**src/rtl/pwm.sv**
```systemverilog
// N-channel PWM generator sharing one free-running period counter.
// Every channel is phase-aligned. A new duty setting is taken only at
// the period boundary, so each period is glitch-free.

// One output lane: gate the shared compare result with this lane's enable
// and register it.
module pwm_lane (
  input  logic clk,
  input  logic reset,
  input  logic i_en,
  input  logic i_hi,
  output logic o_out
);

  // Output flop; reset clears it at once, with no wait for a clock edge
  always_ff @(posedge clk or negedge reset) begin
    if (!reset) o_out <= 1'b0;
    else        o_out <= i_en & i_hi;
  end

endmodule

module pwm #(
  parameter int N = 1,
  parameter int R = 4
) (
  input  logic         clk,
  input  logic         reset,
  input  logic [N-1:0] in,
  input  logic [R-1:0] ds,
  output logic [N-1:0] out
);

  logic [R-1:0] r_cnt;   // free-running period counter
  logic [R-1:0] r_dsa;   // duty applied to the current period
  logic         w_wrap;  // last clock of the period
  logic         w_hi;    // high phase of the current period

  assign w_wrap = &r_cnt;
  // The high phase starts at cnt == 0 and is contiguous. dsa == 0 never
  // drives the output high. The largest dsa still leaves one low clock.
  assign w_hi   = r_cnt < r_dsa;

  // Period counter: wraps naturally at 2^R-1 and is cleared only by reset
  always_ff @(posedge clk or negedge reset) begin
    if (!reset) r_cnt <= '0;
    else        r_cnt <= r_cnt + R'(1);
  end

  // Capture duty on the wrap edge so mid-period ds changes wait a period
  always_ff @(posedge clk or negedge reset) begin
    if (!reset)      r_dsa <= '0;
    else if (w_wrap) r_dsa <= ds;
  end

  genvar gi;
  generate
    for (gi = 0; gi < N; gi++) begin : g_lane
      pwm_lane u_lane (
        .clk   (clk),
        .reset (reset),
        .i_en  (in[gi]),
        .i_hi  (w_hi),
        .o_out (out[gi])
      );
    end
  endgenerate

endmodule

```
**config.mk**
```make
export PLATFORM = sky130hd
export DESIGN_NAME = pwm
export DESIGN_NICKNAME = d
export VERILOG_FILES = /design/src/rtl/pwm.sv
export SDC_FILE = /design/constraint.sdc
export NUM_CORES = 1
export LEC_CHECK = 0
export ABC_AREA = 1
export BUFFER_PORTS_ARGS = -buffer_cell sky130_fd_sc_hd__buf_2
export CAP_MARGIN = 40
export CELL_PAD_IN_SITES_DETAIL_PLACEMENT = 0
export CELL_PAD_IN_SITES_GLOBAL_PLACEMENT = 1
export CORE_MARGIN = 5
export CORE_UTILIZATION = 30
export DETAILED_ROUTE_END_ITERATION = 12
export PLACE_DENSITY_LB_ADDON = 0.1
export SYNTH_ARGS = -nofsm -noshare
export SYNTH_HDL_FRONTEND = slang
export SYNTH_SLANG_ARGS = --single-unit
```
**constraint.sdc**
```tcl
create_clock -name clk -period 1.5 [get_ports clk]
set_input_delay 0.225 -clock clk [delete_from_list [all_inputs] [get_ports clk]]
set_output_delay 0.225 -clock clk [all_outputs]
set_load 0.005 [all_outputs]
```
# After elaboration in Yosys (flattened, before gate mapping)
# Index checks and enable logic that the tools add are counted.
# classes
add_sub_neg	1
order_cmp	1
bitwise_logic	1
reduce_logical	1
# ops
cell	count
4-bit by 1-bit adder with 4-bit output, second input constant	1
4-bit < comparator	1
4-bit AND reduction	1
1-bit AND	1
# word_totals
register_bits	9
inputBits	7
output_inout_bits	1
word_cells	7

# Longest topological paths before layout
# logic_depth
word_depth	2
ltp_mapped	5
ltp_nobuf	5

# Cells and area by module
# Synthesis repeated with hierarchy kept, for this count alone.
# unflattened
cells_unflattened	40
area_unflattened_um2	404.1
# modules_own_cells
mod	instances	cells_per_inst	area_each_um2	seq_area_each_um2
pwm	1	37	371.6	200.2
pwm_lane	1	3	32.5	25.0

# Worst setup path before layout
# Ideal clock, no wire load.
# synth_timing
path_type	reg2reg
from	register r_cnt[3]
to	register g_lane[0].u_lane.o_out
setup_time_ns	0.077
t_arrival_ns	0.942
required_time_ns	1.423
path_slack_ns	0.481
stages_incl_launch_ff	5
n_path_buf	0
synth_period_minus_slack_ns	1.019
cell_sequence	dfrtp_1 > ha_1 > nand2_1 > nand3b_1 > a21oi_1
# synth_between
elab_chain_cells	2
# synth_lines
element	line_no	rtl
start: declaration	34	logic [R-1:0] r_cnt;
start signal: assignment	47	else r_cnt <= r_cnt + R'(1);
4-bit < comparator	42	assign w_hi = r_cnt < r_dsa;
1-bit AND	18	else o_out <= i_en & i_hi;
end signal: assignment	18	
end: declaration	12	output logic o_out
# No other way between the ends.
# A chain may end at the register's enable or synchronous reset.

# Worst setup path in the final report
# Ends and elaborated chain as after synthesis.

==> reports/metrics.yaml <==
global_routing:
  grt_pass1_wl_um: 1280
  groute.usage.overall_pct: 9.08
  grt_overflow: 0
  grt_pass1_vias: 277
  antenna_found_initial: 0
  grt_max_degree: 10
detailed_routing:
  ant_nets: 0
  wl_um: 744
  drc: 0
  dr.pass1.iters: 2
  drt-initial-drc-count: 3
  vias: 277
  vias_per_cell: 4.20
  routedWlPerCell_um: 11.3
placement:
  gp_congestion: 0.623
  dp_hpwl_um: 578
  port_buffers: 7
  pre_cts_ws_ps: 423
  dp.cells: 61
floorplanning:
  rows: 13
  initial_utilization_pct: 31.3
  die_y_um: 46.9
  die_w_um: 46.9
  ios: 8
  die_area_mm2: 0.00220
  coreArea_mm2: 0.00130
logic_synthesis:
  syn_avg_cell_area_um2: 10.5
  yosys_warnings: 0
  yosys.area.top_type: "dfrtp_1"
  synth_nets: 50
  ys_top_cells_by_area: "dfrtp_1 55%, ha_1 12%, inv_1 6.4%"
  ys_ff_latch: 9
  synth_cell_types: 12
  synth_top_area_share_pct: 55.2
  syn_area_um2: 408
  yosysSeqAreaShare_pct: 55.2
  netlist_instances: 39
  async_reset_ff_share_pct: 100
  synth_enable_flop_cells: 0
  synth_most_common_cell: "dfrtp_1"
  synth.top_cells.by_count: "9 x dfrtp_1, 7 x inv_1, 6 x nand2_1"
  synthFlopType: "dfrtp_1"
layout:
  drive_gt1_share_pct: 21.6
  fin_nets: 63
  final_util_pct: 38.3
  multi_input_area_um2: 156
  stdcell_count: 66
  area_growth_pct: 22.1
  fillers: 149
  num_antenna_cells: 0
  regArea_um2: 225
timing:
  hold_violations: 0
  skew_ps: 4.53
  fmax_mhz: 916
  setup_viol: 0
  fin_setup_tns_ps: 0
  layout_min_cycle_time_ps: 1090
  fin_crit_sh_pct: 72.8
  slew_headroom_pct: 85.5
  timing.final.ws_setup_ps: 408
  rsz0062_at_grt: "no"
  drv_slew: 0
  worst_pin_slew_ps: 217
worst_setup_path:
  crit_cells: 4
  crit_fanout: 3
  critPathKind: "reg2reg"
  cp_num_buf_inv: 0
  crit_chain: "ha_1 -> nand2_1 -> nand3b_1 -> a21oi_1"
  crit_arrival_ps: 1280
  r2r_cells: 4
  required_ps: 1690
  max_stage_delay_ps: 430
  cp-start-kind: "register"
  crit_path_end_kind: "register"
  slowest_stage: "dfrtp_1"
  crit_family: "flip-flops"
outcome:
  status: "completed"
run:
  maxCapViolCount: 0
power_and_ir_drop:
  switching_share_pct: 21.4
  ir_worst_vdd_mv: 0.329
  internal-power_mw: 0.366
  power_frac_seq_pct: 54.0
  p_comb_share_pct: 6.3
  powerDensity_mw_per_mm2: 935
  clkPwrFrac_pct: 39.6
  power_leakage_nw: 0.276
  p_total_mw: 0.466
  switchingPower_mw: 0.0996
clock_tree:
  post-cts-setup-buffers: 0
  htree_num_levels: 1
  cts_buffer_depth: 2
  insertion_delay_ps: 260
  cts_tree: "yes"
  cts_buffers: 3
  clkSinkCount: 9
  root_buffer: "clkbuf_4"
  path_clk_slew_ps: 60
worst_hold_path:
  hold_path.class: "in2reg"
  holdPathStages: 3
cell usage in the layout, fill, tap and decap left out:
cell and instances:
nand3_1 1, xor2_1 1, o21ai_1 1, nand2_1 6, buf_2 7, xnor2_1 1, nand3b_1 1, ha_1 4
nand3_4 1, dlygate4sd3_1 1, nor2_1 3, clkbuf_4 3, inv_1 7, dfrtp_1 9, a21oi_1 4, clkbuf_1 1
per-layer routing:
layer	part of all wire (%)	track usage (%)	wire length, um	vias to the layer above
li1	-	-	-	146
met1	43	10.6	319	124
met2	51	12.7	377	7
met3	6.3	3.45	47	0
met4	0	8.29	0	0
met5	0	0	0	-
power by group through the flow:
stage	clock (mW)	sequential, mW	combinational, mW
floorplan	0	0.256	0.0114
global placement	0	0.256	0.0264
detailed placement	0	0.256	0.0278
CTS	0.199	0.252	0.0301
global route	0.207	0.252	0.0338
finish	0.185	0.252	0.0295
final timing paths:
path	startpoint	to	slack, ps
worst max-delay path	r_cnt[3]$_DFF_PN0_	g_lane[0].u_lane.o_out$_DFF_PN0_	410
worst min-delay path	ds[0]	r_dsa[0]$_DFFE_PN0P_	190
worst max register to register	r_cnt[3]$_DFF_PN0_	g_lane[0].u_lane.o_out$_DFF_PN0_	410
worst min register to register	r_cnt[0]$_DFF_PN0_	r_cnt[0]$_DFF_PN0_	470
max in group asynchronous	reset	r_dsa[1]$_DFFE_PN0P_	970
min in group asynchronous	reset	r_cnt[3]$_DFF_PN0_	340
flip-flops by register name, indices dropped and copies added (netlist names):
signal	cells
g_lane.u_lane.o_out	1
r_cnt	4
r_dsa	4
kinds of logic after synthesis:
logic type,Yosys count,synth area share (%)
fa+ha+maj,4,12.3
buf+inv,7,6.44
flops,9,55.2
compound gates,5,6.13
simple gates,12,15.6
xor+xnor,2,4.30
metrics by stage:
step	cell area, um^2	hold WS (ps)
2_1_floorplan	408	-70.6
3_3_place_gp	462	81.7
3_5_place_dp	462	87.4
4_1_cts	498	182
5_1_grt	498	193
6_report	498	194
worst min-delay path, delay by kind of cell:
kind / cells / cell delay, ps
compound gates: 1 / 50
buf+inv: 2 / 130
area by class of cell:
class	instances	share of cell area, %
clock buffers	4	5.28
flip-flops and latches	9	45.2
multi-input cells	23	31.4
inverters	7	5.28
well taps	15	3.77
repair buffers	8	9.05
timing repair:
item                      4_1_cts  5_1_grt
hold buffers                    1        0
resized for setup               0        0
hold endpoints to repair        9        0
No activity file was read; power rests on OpenSTA's default activity.
